===== config.mk =====
export PLATFORM = sky130hd
export DESIGN_NAME = mem_port_arbiter_flat
export DESIGN_NICKNAME = d
export VERILOG_FILES = /design/src/rtl/mem_port_arbiter_if.sv /design/src/rtl/mem_port_arbiter.sv /design/src/flat_wrapper.sv
export SDC_FILE = /design/constraint.sdc
export NUM_CORES = 1
export LEC_CHECK = 0
export CORE_MARGIN = 2
export CORE_UTILIZATION = 41
export CTS_BUF_LIST = sky130_fd_sc_hd__clkbuf_4 sky130_fd_sc_hd__clkbuf_8 sky130_fd_sc_hd__clkbuf_16
export DETAILED_ROUTE_END_ITERATION = 8
export PLACE_DENSITY = 0.8
export SYNTH_ARGS = -nofsm -noshare
export SYNTH_HDL_FRONTEND = slang
export SYNTH_SLANG_ARGS = --single-unit

===== constraint.sdc =====
create_clock -name clk -period 2.4 [get_ports clk]
set_clock_uncertainty 0.05 [all_clocks]
set_input_delay 0.48 -clock clk [delete_from_list [all_inputs] [get_ports clk]]
set_output_delay 0.48 -clock clk [all_outputs]
set_load 0.05 [all_outputs]

===== src/rtl/mem_port_arbiter_if.sv =====
// mem_port_arbiter_if
// Bundles the fetch port, data port and backend memory port of the
// instruction/data memory arbiter.
//   master : arbiter side (drives ready/rdata toward the pipeline and
//            req/we/addr/wdata/funct3 toward the memory)
//   slave  : environment side (pipeline requesters plus memory model)
interface mem_port_arbiter_if #(
   parameter int ADDR_W = 32,
   parameter int DATA_W = 32
);
   logic              if_req;
   logic [ADDR_W-1:0] if_addr;
   logic [DATA_W-1:0] if_rdata;
   logic              if_ready;

   logic              d_req;
   logic              d_we;
   logic [ADDR_W-1:0] d_addr;
   logic [DATA_W-1:0] d_wdata;
   logic [2:0]        d_funct3;
   logic [DATA_W-1:0] d_rdata;
   logic              d_ready;

   logic              mem_req;
   logic              mem_we;
   logic [ADDR_W-1:0] mem_addr;
   logic [DATA_W-1:0] mem_wdata;
   logic [2:0]        mem_funct3;
   logic [DATA_W-1:0] mem_rdata;
   logic              mem_ack;

   logic              owner_d;

   modport master (
      input  if_req, if_addr, d_req, d_we, d_addr, d_wdata, d_funct3,
             mem_rdata, mem_ack,
      output if_rdata, if_ready, d_rdata, d_ready,
             mem_req, mem_we, mem_addr, mem_wdata, mem_funct3, owner_d
   );

   modport slave (
      output if_req, if_addr, d_req, d_we, d_addr, d_wdata, d_funct3,
             mem_rdata, mem_ack,
      input  if_rdata, if_ready, d_rdata, d_ready,
             mem_req, mem_we, mem_addr, mem_wdata, mem_funct3, owner_d
   );
endinterface


===== src/rtl/mem_port_arbiter.sv =====
// mem_port_arbiter
// Shares one single-ported unified memory between the instruction-fetch
// port and the load/store port. Data accesses win arbitration, except
// that after STARVE_LIMIT consecutive data grants with a fetch waiting
// the fetch is served. Backend uses a req/ack handshake of arbitrary
// latency; every output is registered.
// Ports:
//   clk    : system clock, rising edge
//   reset  : asynchronous active-low reset
//   bus    : master side of mem_port_arbiter_if (fetch, data, memory)
//
// state   | meaning
// IDLE    | no transaction; arbitrate eligible requests
// BUSY_IF | fetch transaction outstanding on memory
// BUSY_D  | data transaction outstanding on memory
module mem_port_arbiter #(
   parameter int ADDR_W       = 32,
   parameter int DATA_W       = 32,
   parameter int STARVE_LIMIT = 4
) (
   input logic                clk,
   input logic                reset,
   mem_port_arbiter_if.master bus
);
   localparam logic [1:0] IDLE    = 2'd0;
   localparam logic [1:0] BUSY_IF = 2'd1;
   localparam logic [1:0] BUSY_D  = 2'd2;

   localparam logic [3:0] STARVE_MAX = 4'(STARVE_LIMIT);
   localparam logic [2:0] FUNCT3_LW  = 3'b010;

   logic [1:0]        state;
   logic [3:0]        starve_cnt;
   logic              mem_req_q;
   logic              mem_we_q;
   logic [ADDR_W-1:0] mem_addr_q;
   logic [DATA_W-1:0] mem_wdata_q;
   logic [2:0]        mem_funct3_q;
   logic              if_ready_q;
   logic              d_ready_q;
   logic [DATA_W-1:0] if_rdata_q;
   logic [DATA_W-1:0] d_rdata_q;
   logic              owner_d_q;

   logic              if_elig;
   logic              d_elig;
   logic              grant_d;
   logic              grant_if;

   assign bus.mem_req    = mem_req_q;
   assign bus.mem_we     = mem_we_q;
   assign bus.mem_addr   = mem_addr_q;
   assign bus.mem_wdata  = mem_wdata_q;
   assign bus.mem_funct3 = mem_funct3_q;
   assign bus.if_ready   = if_ready_q;
   assign bus.d_ready    = d_ready_q;
   assign bus.if_rdata   = if_rdata_q;
   assign bus.d_rdata    = d_rdata_q;
   assign bus.owner_d    = owner_d_q;

   // A port in its ready cycle is not eligible, so a requester that keeps
   // req high through ready is not granted twice for one request.
   always_comb begin
      if_elig  = bus.if_req && !if_ready_q;
      d_elig   = bus.d_req && !d_ready_q;
      grant_d  = d_elig && (!if_elig || (starve_cnt < STARVE_MAX));
      grant_if = if_elig && !grant_d;
   end

   always_ff @(posedge clk or negedge reset) begin
      if (!reset) begin
         state        <= IDLE;
         starve_cnt   <= 4'd0;
         mem_req_q    <= 1'b0;
         mem_we_q     <= 1'b0;
         mem_addr_q   <= '0;
         mem_wdata_q  <= '0;
         mem_funct3_q <= 3'd0;
         if_ready_q   <= 1'b0;
         d_ready_q    <= 1'b0;
         if_rdata_q   <= '0;
         d_rdata_q    <= '0;
         owner_d_q    <= 1'b0;
      end else begin
         if_ready_q <= 1'b0;
         d_ready_q  <= 1'b0;
         case (state)
            IDLE: begin
               if (grant_d) begin
                  state        <= BUSY_D;
                  mem_req_q    <= 1'b1;
                  mem_we_q     <= bus.d_we;
                  mem_addr_q   <= bus.d_addr;
                  mem_wdata_q  <= bus.d_wdata;
                  mem_funct3_q <= bus.d_funct3;
                  owner_d_q    <= 1'b1;
                  if (!bus.if_req)
                     starve_cnt <= 4'd0;
                  else if (starve_cnt < STARVE_MAX)
                     starve_cnt <= starve_cnt + 4'd1;
               end else if (grant_if) begin
                  state        <= BUSY_IF;
                  mem_req_q    <= 1'b1;
                  mem_we_q     <= 1'b0;
                  mem_addr_q   <= bus.if_addr;
                  mem_funct3_q <= FUNCT3_LW;
                  owner_d_q    <= 1'b0;
                  starve_cnt   <= 4'd0;
               end
            end
            BUSY_IF: begin
               if (bus.mem_ack) begin
                  state      <= IDLE;
                  mem_req_q  <= 1'b0;
                  mem_we_q   <= 1'b0;
                  if_ready_q <= 1'b1;
                  if_rdata_q <= bus.mem_rdata;
               end
            end
            BUSY_D: begin
               if (bus.mem_ack) begin
                  state     <= IDLE;
                  mem_req_q <= 1'b0;
                  mem_we_q  <= 1'b0;
                  d_ready_q <= 1'b1;
                  owner_d_q <= 1'b0;
                  if (!mem_we_q)
                     d_rdata_q <= bus.mem_rdata;
               end
            end
            default: state <= IDLE;
         endcase
      end
   end
endmodule


===== src/flat_wrapper.sv =====
// flat-port wrapper written by rule: the top's interface ports become plain ports
module mem_port_arbiter_flat 
#(
   parameter int ADDR_W       = 32,
   parameter int DATA_W       = 32,
   parameter int STARVE_LIMIT = 4
)
  (clk, reset, bus_if_req, bus_if_addr, bus_d_req, bus_d_we, bus_d_addr, bus_d_wdata, bus_d_funct3, bus_mem_rdata, bus_mem_ack, bus_if_rdata, bus_if_ready, bus_d_rdata, bus_d_ready, bus_mem_req, bus_mem_we, bus_mem_addr, bus_mem_wdata, bus_mem_funct3, bus_owner_d);
  mem_port_arbiter_if #(.ADDR_W(ADDR_W), .DATA_W(DATA_W)) bus_i ();
  input logic clk;
  input logic reset;
  input wire logic [$bits(bus_i.if_req)-1:0] bus_if_req;
  input wire logic [$bits(bus_i.if_addr)-1:0] bus_if_addr;
  input wire logic [$bits(bus_i.d_req)-1:0] bus_d_req;
  input wire logic [$bits(bus_i.d_we)-1:0] bus_d_we;
  input wire logic [$bits(bus_i.d_addr)-1:0] bus_d_addr;
  input wire logic [$bits(bus_i.d_wdata)-1:0] bus_d_wdata;
  input wire logic [$bits(bus_i.d_funct3)-1:0] bus_d_funct3;
  input wire logic [$bits(bus_i.mem_rdata)-1:0] bus_mem_rdata;
  input wire logic [$bits(bus_i.mem_ack)-1:0] bus_mem_ack;
  output wire logic [$bits(bus_i.if_rdata)-1:0] bus_if_rdata;
  output wire logic [$bits(bus_i.if_ready)-1:0] bus_if_ready;
  output wire logic [$bits(bus_i.d_rdata)-1:0] bus_d_rdata;
  output wire logic [$bits(bus_i.d_ready)-1:0] bus_d_ready;
  output wire logic [$bits(bus_i.mem_req)-1:0] bus_mem_req;
  output wire logic [$bits(bus_i.mem_we)-1:0] bus_mem_we;
  output wire logic [$bits(bus_i.mem_addr)-1:0] bus_mem_addr;
  output wire logic [$bits(bus_i.mem_wdata)-1:0] bus_mem_wdata;
  output wire logic [$bits(bus_i.mem_funct3)-1:0] bus_mem_funct3;
  output wire logic [$bits(bus_i.owner_d)-1:0] bus_owner_d;
  assign bus_i.if_req = bus_if_req;
  assign bus_i.if_addr = bus_if_addr;
  assign bus_i.d_req = bus_d_req;
  assign bus_i.d_we = bus_d_we;
  assign bus_i.d_addr = bus_d_addr;
  assign bus_i.d_wdata = bus_d_wdata;
  assign bus_i.d_funct3 = bus_d_funct3;
  assign bus_i.mem_rdata = bus_mem_rdata;
  assign bus_i.mem_ack = bus_mem_ack;
  assign bus_if_rdata = bus_i.if_rdata;
  assign bus_if_ready = bus_i.if_ready;
  assign bus_d_rdata = bus_i.d_rdata;
  assign bus_d_ready = bus_i.d_ready;
  assign bus_mem_req = bus_i.mem_req;
  assign bus_mem_we = bus_i.mem_we;
  assign bus_mem_addr = bus_i.mem_addr;
  assign bus_mem_wdata = bus_i.mem_wdata;
  assign bus_mem_funct3 = bus_i.mem_funct3;
  assign bus_owner_d = bus_i.owner_d;
  mem_port_arbiter #(.ADDR_W(ADDR_W), .DATA_W(DATA_W), .STARVE_LIMIT(STARVE_LIMIT)) u_core (.clk(clk), .reset(reset), .bus(bus_i));
endmodule

==> results of run 1 <==
## layout make-up
| cell class | count | share of cell area, % |
|---|---|---|
| Timing Repair Buffer | 288 | 30.95 |
| Inverter | 4 | 0.1590 |
| Sequential cell | 142 | 37.64 |
| Clock buffer | 18 | 4.652 |
| Tap cell | 180 | 2.386 |
| Clock inverter | 14 | 2.041 |
| Multi-Input combinational cell | 244 | 22.17 |
## sequential cells by signal, indices dropped and copies added (netlist names), 2 cells and up
name / flops
u_core.bus.d_rdata: 32
u_core.starve_cnt: 4
u_core.bus.mem_wdata: 32
u_core.state: 2
u_core.bus.mem_funct3: 3
u_core.bus.if_rdata: 32
u_core.bus.mem_addr: 32
## cells in the mapped netlist, types with 2 or more instances
cell      instances  area, µm²
buf_8             3      45.04
a22oi_1          32      240.2
dfrtp_1         142       3553
a22o_1            4      35.03
nor2b_1           2      12.51
nand2_1          37      138.9
a31oi_1           3      18.77
nor2_1            4      15.01
mux2_2           69      777.0
a32o_1            2      20.02
o21ai_0          24      120.1
o21ai_2           2      17.52
and3_1            2      12.51
nor2_2            2      12.51
inv_1             4      15.01
clkbuf_1          3      11.26
nor3_1            2      10.01
nand2b_1          4      25.02
buf_2             7      35.03
buf_6            10      112.6
o21a_1            2      15.01
o21ai_1          10      50.05
ha_1              5      62.56
mux2_4           27      405.4
## power groups by stage
stage	logic, mW	registers (mW)	clock network (mW)
floorplan	2.22	8.21	0
global placement	9.26	4.20	0
detailed placement	9.42	4.28	0
CTS	9.46	4.25	2.83
global route	9.79	4.38	2.93
finish	9.38	4.23	2.77
## layout by cell type, fill, tap and decap left out, types with 2 or more instances in the layout
| cell | n |
|---|---|
| a32o_1 | 2 |
| bufinv_16 | 4 |
| o21ai_1 | 10 |
| buf_12 | 6 |
| nor3_1 | 2 |
| nor2_2 | 2 |
| mux2_2 | 69 |
| a22oi_1 | 32 |
| a31oi_1 | 3 |
| clkinv_2 | 3 |
| o21ai_2 | 2 |
| clkdlybuf4s50_1 | 271 |
| ha_1 | 5 |
| a22o_1 | 4 |
| and3_1 | 2 |
| clkinvlp_4 | 3 |
| clkbuf_16 | 17 |
| nand2_1 | 37 |
| nor2_1 | 4 |
| mux2_4 | 27 |
| o21a_1 | 2 |
| buf_4 | 9 |
| dfrtp_1 | 142 |
| nor2b_1 | 2 |
| clkinv_4 | 4 |
| inv_1 | 4 |
| o21ai_0 | 24 |
| nand2b_1 | 4 |
## metal layers
layer / share of wire (%) / track usage [%]
met1: 37 / 21.57
met5: 0 / 0
met3: 9.0 / 7.418
met2: 51 / 36.37
met4: 2.6 / 8.736
## stage by stage
stage	setup WS (ps)	hold WS (ps)	area [µm²]	cells	total power, mW
after floorplan	564.6	134.4	5873	414	10.43
after CTS	68.40	433.7	9440	890	16.54
final	103.9	433.5	9440	890	16.38
after global routing	18.90	454.5	9440	890	17.11
after detailed placement	156.0	421.3	8798	857	13.70
after global placement	236.3	407.3	8798	857	13.47
## cells by family (layout without fill, tap and decap cells)
kind of cell    Yosys count  after routing  synth area share [%]
compound gates           83             83                 9.289
fa+ha+maj                 5              5                 1.065
buf+inv                  28            324                 3.856
simple gates             59             59                 4.963
flops                   142            142                 60.50
mux                      97             97                 20.32
## worst min-delay path: cells and delay by family (launching register included)
kind | cells | cell delay, ps
flops | 1 | 340
compound gates | 1 | 60
simple gates | 1 | 40
## what timing repair did
| item | CTS | global route |
|---|---|---|
| endpoints found under the hold margin | 52 | 0 |
| hold buffers | 1 | 0 |
| resized for setup | 0 | 0 |
## worst paths after layout
| path | from | to | slack [ps] | depth (start not counted) |
|---|---|---|---|---|
| max | u_core.bus.d_ready | bus_d_ready | 100 | 1 |
| min | u_core.bus.mem_addr[5] | u_core.bus.mem_addr[5] | 430 | 2 |
| max reg2reg | u_core.state[1] | u_core.bus.mem_we | 370 | 6 |
| min reg2reg | u_core.bus.mem_addr[5] | u_core.bus.mem_addr[5] | 430 | 2 |
| max in group asynchronous | reset | u_core.bus.mem_addr[11] | 1050 | 3 |
| min in group asynchronous | reset | u_core.bus.mem_addr[22] | 530 | 2 |
==> results.ini, run 1 <==
[global_routing]
grtUsageTotal_pct=20.37
grt_remaining_overflow=0
grt_pass1_wl_um=23290
antenna_found_initial=0
grt_pass1_vias=4685
grt_max_degree=61

[place]
dpl.hpwl_um=11870
gp_congestion=0.7821
port_buffers=272

[drt]
ant_nets=0
route.vias.total=4455
viasPerCell=5.006
drtPass1Iterations=4
detail_route.wl_per_cell_um=17.76
drc=0
first_iter_violations=196
routed_wl_um=15810

[finish]
post-route-util_pct=67.75
antennaDiodeCount=0
ff_latch_area_um2=3553
multi_input_area_um2=2093
num-fill-cells=965
final_nets=839
drive_gt1_share_pct=21.41
syn2layout_area_growth_pct=60.74

[power_and_ir_drop]
irDropWorstVdd_mv=0.9978
p_sw_share_pct=45.88
power.leakage_nw=4.040
p_per_area_nw_per_um2=1735
pwr-share-seq_pct=25.8
power_frac_comb_pct=57.3
power.internal_mw=8.866
p_switching_mw=7.515
p_clk_share_pct=16.9

[floorplanning]
die_area_um2=15300
core_area_um2=13930
die_h_um=123.7
start_util_pct=42.15
die_w_um=123.7
num_io_pins=273
std_cell_rows=43

[clocking]
clockRootBuffer=clkbuf_16
h-tree-depth=4
cts_tree=done
numCtsBuffers=17
clk_pin_slew_worst_paths_ps=60
cts_buffer_depth=2
clock_sinks=142
clock_latency_ps=430
post_cts_buffers=0

[status]
status=completed

[synth]
avgSynthCellArea_um2=14.19
async_flop_share_pct=100.0
yosysSeqAreaShare_pct=60.50
syn_inst=414
ys_seq_elements=142
synth.distinct_cells=36
yosys_warnings=0
synth_edf_count=0
synth_flop_cell=dfrtp_1
syn-num-nets=556
synth_area_um2=5873

[sta]
tightestPinTransition_ps=661.4
period_needed_ps=2296
final.setup.tns_ps=0
slew_viol_final=0
max_freq_mhz=435.5
rsz0062_at_grt=no
setup_viol=0
slew_headroom_pct=55.90
hold_violations=0
min_period_over_period_pct=95.67

[worst_setup_path]
cp_max_fo=4
crit_chain=clkdlybuf4s50_1
critPathBufInv=1
critical_path_class=flop to output port
cpPeakStageDelay_ps=890
worstSetupEndpointType=output port
arrival_ps=1770
crit_slowest_cell=clkdlybuf4s50_1
startpoint_type=flop
cp.required_ps=1870
crit_family=buffers and inverters

[hold_path]
hp-class=flop to flop

[run]
maxCapViolations=0

Power figures use the tool's default switching activity.
==> run 2: changes to the inputs <==
--- a/config.mk
+++ b/config.mk
@@ -5,9 +5,9 @@
 export SDC_FILE = /design/constraint.sdc
 export NUM_CORES = 1
 export LEC_CHECK = 0
-export CORE_MARGIN = 2
 export CORE_UTILIZATION = 41
 export CTS_BUF_LIST = sky130_fd_sc_hd__clkbuf_4 sky130_fd_sc_hd__clkbuf_8 sky130_fd_sc_hd__clkbuf_16
+export CTS_CLUSTER_SIZE = 8
 export DETAILED_ROUTE_END_ITERATION = 8
 export PLACE_DENSITY = 0.8
 export SYNTH_ARGS = -nofsm -noshare
==> run 2 against run 1 <==
  * Critical path depth did not move
  * First-iteration DRC count is 22% lower
  * Sequential cell count unchanged
  * Utilization down 0.14 points
  * Combinational power is essentially flat
  * Cell count unchanged
  * Sequential power barely moved
  * Non-clock buffer count unchanged
  * Register-to-register slack better by 30 ps
  * Fmax grew 1.0%
  * Clock-buffer cell count up 1
  * Worst setup slack improved by 24 ps
  * Critical endpoint unchanged
  * Largest cell class unchanged
==> results.ini, run 2 (same netlist as run 1, synthesis figures left out) <==
[sta]
setup_viol=0  ; unchanged
hold_violations=0  ; unchanged
rsz0062_at_grt=no
slew_headroom_pct=57.01  ; +1.1 points
min_period_over_period_pct=94.69  ; -0.98 points
final.setup.tns_ps=0  ; unchanged
period_needed_ps=2273  ; -23.51 ps
slew_viol_final=0  ; unchanged
tightestPinTransition_ps=644.8  ; -16.54 ps
max_freq_mhz=440.0  ; +1.0%

[drt]
routed_wl_um=15340  ; -3.0%
viasPerCell=4.984  ; -0.43%
ant_nets=0  ; unchanged
drc=0  ; unchanged
route.vias.total=4436  ; -0.43%
drtPass1Iterations=4  ; unchanged
detail_route.wl_per_cell_um=17.23  ; -3.0%
first_iter_violations=153  ; -22%

[worst_setup_path]
worstSetupEndpointType=output port
startpoint_type=flop
crit_chain=clkdlybuf4s50_1
critPathBufInv=1  ; unchanged
r2r_slack_ps=400  ; +30 ps
r2r_start=u_core.state[1]
arrival_ps=1740  ; -30 ps
reg2reg_to=u_core.bus.mem_wdata[1]
cp.required_ps=1870  ; about the same
crit_slowest_cell=clkdlybuf4s50_1
cp_max_fo=4  ; unchanged
crit_family=buffers and inverters
cpPeakStageDelay_ps=860  ; -30 ps
r2r_cells=6  ; unchanged
critical_path_class=flop to output port

[clocking]
clockRootBuffer=clkbuf_16
h-tree-depth=4  ; unchanged
cts_buffer_depth=2  ; unchanged
numCtsBuffers=17  ; unchanged
cts_tree=done
post_cts_buffers=0  ; unchanged
clk_pin_slew_worst_paths_ps=60  ; about the same
clock_latency_ps=410  ; -20 ps
clock_sinks=142  ; unchanged

[finish]
antennaDiodeCount=0  ; unchanged
final_nets=839  ; unchanged
drive_gt1_share_pct=21.41  ; unchanged
num-fill-cells=983  ; +1.9%
layout_common_cells=clkdlybuf4s50_1, dfrtp_1, mux2_2, nand2_1, a22oi_1
final_cell_area_um2=9420  ; -0.21%
layout_commonest_cell=clkdlybuf4s50_1
multi_input_area_um2=2093  ; unchanged
ff_latch_area_um2=3553  ; unchanged
syn2layout_area_growth_pct=60.40

[power_and_ir_drop]
p_total_mw=16.29  ; -0.54%
power.leakage_nw=4.026  ; -0.34%
p_per_area_nw_per_um2=1730  ; -0.32%
irDropWorstVdd_mv=0.8693  ; -13%

[place]
dpl_cell_area_um2=8798  ; unchanged
port_buffers=272  ; unchanged
gp_congestion=0.7795  ; -0.33%
dpl.hpwl_um=11510  ; -3.1%

[floorplanning]
num_io_pins=273  ; unchanged
core_area_um2=13930  ; unchanged
die_h_um=121.7  ; -1.6%
start_util_pct=42.15  ; unchanged
die_w_um=121.7  ; -1.6%
die_area_um2=14810  ; -3.2%
std_cell_rows=43  ; unchanged

[global_routing]
grt_pass1_vias=4678  ; -0.15%
grt_remaining_overflow=0  ; unchanged
grt_max_degree=56  ; -8.2%
grtUsageTotal_pct=20.89  ; +0.51 points
antenna_found_initial=0  ; unchanged
grt_pass1_wl_um=23510  ; +0.92%

[hold_path]
holdPathEnd=u_core.bus.mem_addr[8]
min_from=u_core.bus.mem_addr[8]
hold_depth=2  ; unchanged
hp-class=flop to flop

[status]
status=completed

[run]
maxCapViolations=0  ; unchanged

## run 2: worst max-delay path by stage
| stage | cells after the start | startpoint | end | slack (ps) |
|---|---|---|---|---|
| final | 1 | u_core.bus.d_ready | bus_d_ready | 130 |
| after global placement | 6 | bus_if_req | u_core.bus.mem_addr[26] | 180 |
| after floorplan | 5 | u_core.bus.if_ready | u_core.bus.mem_wdata[10] | 560 |
| after global routing | 1 | u_core.bus.d_ready | bus_d_ready | 80 |
| after CTS | 1 | u_core.bus.d_ready | bus_d_ready | 120 |
| after detailed placement | 6 | bus_if_req | u_core.bus.mem_addr[22] | 130 |
## run 2: power breakdown
part	switching, mW	internal [mW]
clock	0.990	1.68
sequential	0.650	3.59
combinational	5.87	3.52
total	7.51	8.79
## run 2: timing repair
action / CTS / global route
resized for setup: 0 / 0
endpoints found under the setup margin: 0 / 0
endpoints found under the hold margin: 51 / 0
hold buffers: 1 / 0
## run 2: per-stage QoR
stage	util (%)	hold slack (ps)	cells	setup slack, ps
2_1_floorplan	-	134.4	414	564.6
3_3_place_gp	63.14	411.6	857	183.9
3_5_place_dp	63.14	412.9	857	132.8
4_1_cts	67.60	433.1	890	115.9
5_1_grt	67.60	462.2	890	83.29
6_report	67.60	430.0	890	127.4
## run 2: area by class of cell
class,instances,share of cell area [%]
Multi-Input combinational cell,244,22.22
Timing Repair Buffer,288,31.01
Inverter,4,0.1594
Clock inverter,13,1.753
Clock buffer,19,4.742
Tap cell,180,2.391
Sequential cell,142,37.72
## run 2: routing by layer
| layer | part of all wire [%] | up-vias | GRT usage, % | wire length [µm] |
|---|---|---|---|---|
| met1 | 38 | 2188 | 22.93 | 5830 |
| met2 | 52 | 180 | 38.00 | 8048 |
| met3 | 8.2 | 17 | 6.695 | 1251 |
| li1 | - | 2051 | - | - |
| met5 | 0 | - | 0 | 0 |
| met4 | 1.4 | 0 | 6.636 | 209 |
==> edit: new RTL, config.mk and constraints of run 2 <==
`DATA_W` is set to 32 in 3 places; all go to 28.
--- a/src/rtl/mem_port_arbiter_if.sv
+++ b/src/rtl/mem_port_arbiter_if.sv
@@ -6,7 +6,7 @@
 //   slave  : environment side (pipeline requesters plus memory model)
 interface mem_port_arbiter_if #(
    parameter int ADDR_W = 32,
-   parameter int DATA_W = 32
+   parameter int DATA_W = 28
 );
    logic              if_req;
    logic [ADDR_W-1:0] if_addr;
--- a/src/rtl/mem_port_arbiter.sv
+++ b/src/rtl/mem_port_arbiter.sv
@@ -15,7 +15,7 @@
 // BUSY_D  | data transaction outstanding on memory
 module mem_port_arbiter #(
    parameter int ADDR_W       = 32,
-   parameter int DATA_W       = 32,
+   parameter int DATA_W       = 28,
    parameter int STARVE_LIMIT = 4
 ) (
    input logic                clk,
--- a/src/flat_wrapper.sv
+++ b/src/flat_wrapper.sv
@@ -2,7 +2,7 @@
 module mem_port_arbiter_flat 
 #(
    parameter int ADDR_W       = 32,
-   parameter int DATA_W       = 32,
+   parameter int DATA_W       = 28,
    parameter int STARVE_LIMIT = 4
 )
   (clk, reset, bus_if_req, bus_if_addr, bus_d_req, bus_d_we, bus_d_addr, bus_d_wdata, bus_d_funct3, bus_mem_rdata, bus_mem_ack, bus_if_rdata, bus_if_ready, bus_d_rdata, bus_d_ready, bus_mem_req, bus_mem_we, bus_mem_addr, bus_mem_wdata, bus_mem_funct3, bus_owner_d);
Ports: changed (5 resized); port bits go from 273 to 253. No check against the original RTL was run, so the function may have changed too.
==> edit against run 2 <==
Fmax is 1.4% lower; cell area down 7.8%; die area down 9.4%; cell count is 6.3% lower; sequential cell count is 12 lower; first-iteration DRC count up 32%; sequential power fell by 8.5%; global-route usage increased by 1.3 points; area after synthesis decreased by 9.5%; highest routed layer unchanged; clock power rose by 4%; critical path depth stayed put; wire length fell by 4.0%; setup slack worse by 33 ps; total power fell by 7.6%; critical path type unchanged.
==> edit: results (changes against run 2) <==
stage,metric,value,unit,change
placed_design,placed inst area,8030,sq um,was 8800 sq um
worst_hold_path,min-delay worst type,reg -> reg,,unchanged
yosys,Synth top cells by count,"dfrtp_1 (130), mux2_2 (84), nand2_1 (37)",,"was dfrtp_1 (142), mux2_2 (69), nand2_1 (37)"
clocking,Root Driver,clkbuf_16,,unchanged
placed_design,Post-DP HPWL,10500,microns,was 11500 microns
clocking,"Reg clk slew, reported paths",60,ps,about the same
global_route,Global Route Usage Sum,22.2,%,was 20.9%
yosys,Yosys Warn Count,0,,unchanged
global_route,vias in the first global route,4342,,was 4678
setup_path,CP top delay family,buffers and inverters,,unchanged
power_and_ir_drop,Static Leak,3.65,nW,was 4.03 nW
clocking,Max Root-Sink Buffers,2,,unchanged
final_layout,fillers,944,,was 983
global_route,antenna violations before repair,0,,unchanged
setup_path,worst-path fanout max,4,,unchanged
yosys,synth unique cells,34,,was 36
route,Vias/cell,5.05,,was 4.98
yosys,ys async rst share,100,%,unchanged
clocking,CTS Buf Count,17,,unchanged
final_layout,area occupied by multi-input gates,1870,sq um,was 2090 sq um
yosys,Synth area leaders,"dfrtp_1 (61%), mux2_2 (18%), a22oi_1 (4.4%)",,"was dfrtp_1 (61%), mux2_2 (13%), mux2_4 (6.9%)"
timing,final worst slack,94.6,ps,was 127 ps
setup_path,Arrival @ worst endpoint,1780,ps,was 1740 ps
power_and_ir_drop,Peak VDD IR,1.19,mV,was 0.869 mV
final_layout,n_diodes,0,,unchanged
placed_design,placed insts,801,,was 857
placed_design,worst slack at placement,38.5,ps,was 133 ps
setup_path,crit path to,bus_d_ready,,unchanged
yosys,"Seq/Total Area, Yosys",61.2,%,was 60.5%
outcome,outcome,"finished, final reports clean",,unchanged
route,DRT Pass-1 Iters,4,,unchanged
clocking,Clock Latency Late Sink,420,ps,
global_route,first-pass GRT wire length,22100,microns,was 23500 microns
final_layout,fraction of layout cells with a size suffix above 1,20.7,%,was 21.4%
route,routed length per instance,17.7,microns,was 17.2 microns
timing,Slew headroom,43.0,%,was 57.0%
setup_path,Setup crit start,u_core.bus.d_ready,,unchanged
placed_design,IO Port Bufs,252,,was 272
route,DR iter-0 viols,202,,was 153
global_route,largest net degree at the start of global routing,59,,was 56
yosys,mean post-synth cell area,13.7,sq um,was 14.2 sq um
final_layout,Layout Nets,783,,was 839
route,Total Wirelength,14700,microns,was 15300 microns
setup_path,r2r setup slk,400,ps,about the same
setup_path,reg2reg start,u_core.state[1],,unchanged
placed_design,routability-driven placement congestion ratio,0.781,,was 0.780
yosys,Synth Net Count,523,,was 556
setup_path,CP peak stage delay,880,ps,was 860 ps
clocking,CTS H-tree depth,4,,unchanged
setup_path,reg-to-reg critical path endpoint,u_core.bus.mem_wdata[7],,was u_core.bus.mem_wdata[1]
edit: cell count changes in the layout (fill, tap and decap cells not counted), sizes merged:
cell,run 2,this run
clkbuf,19,20
bufinv,3,4
buf,16,12
clkdlybuf4s50,271,251
dfrtp,142,130
clkinvlp,4,5
clkinv,5,2
mux2,97,85
edit: cell type report:
class / instances / area share, %
multi-input combinational: 232 / 21.5
sequential: 130 / 37.5
tap: 172 / 2.48
timing repair buffer: 264 / 31.0
clock inverter: 12 / 2.08
inverter: 4 / 0.173
clock buffer: 20 / 5.30
edit: worst min path at each step:
stage,from,end,slack [ps],depth (start not counted)
final,u_core.bus.mem_req,u_core.bus.mem_req,430,1
after global routing,u_core.bus.mem_addr[2],u_core.bus.mem_addr[2],450,2
after CTS,u_core.bus.mem_addr[17],u_core.bus.mem_addr[17],430,2
after detailed placement,reset,u_core.bus.if_rdata[10],400,1
after global placement,reset,u_core.bus.if_rdata[17],390,1
after floorplan,reset,u_core.bus.d_rdata[0],130,0
edit: repair_timing:
action                     4_1_cts  5_1_grt
hold buffers                     1        0
hold endpoints to repair        31        0
setup buffers                    0        0
setup endpoints to repair        0        0
resized for setup                0        0
edit: power by group:
group / switching [mW] / internal (mW) / total (mW)
Combinational: 5.35 / 3.06 / 8.41
Clock: 0.967 / 1.81 / 2.77
Sequential: 0.595 / 3.28 / 3.88
Total: 6.91 / 8.15 / 15.1
edit: cells by family after synthesis:
kind of cell | after synthesis | share of synthesized area, %
multiplexers | 85 | 18.0
AO/OA/AOI/OAI | 83 | 10.4
adder cells (fa/ha/maj) | 5 | 1.18
buffers and inverters | 27 | 3.56
AND/OR/NAND/NOR | 59 | 5.65
flip-flops | 130 | 61.2
edit: per-layer routing:
layer | track usage (%) | routed length [microns] | vias up | share of wire, %
met3 | 10.9 | 1820 | 27 | 12
met4 | 9.83 | 331 | 0 | 2.2
met1 | 23.3 | 5340 | 2066 | 36
li1 | - | - | 1913 | -
met5 | 0 | 0 | - | 0
met2 | 37.7 | 7240 | 202 | 49
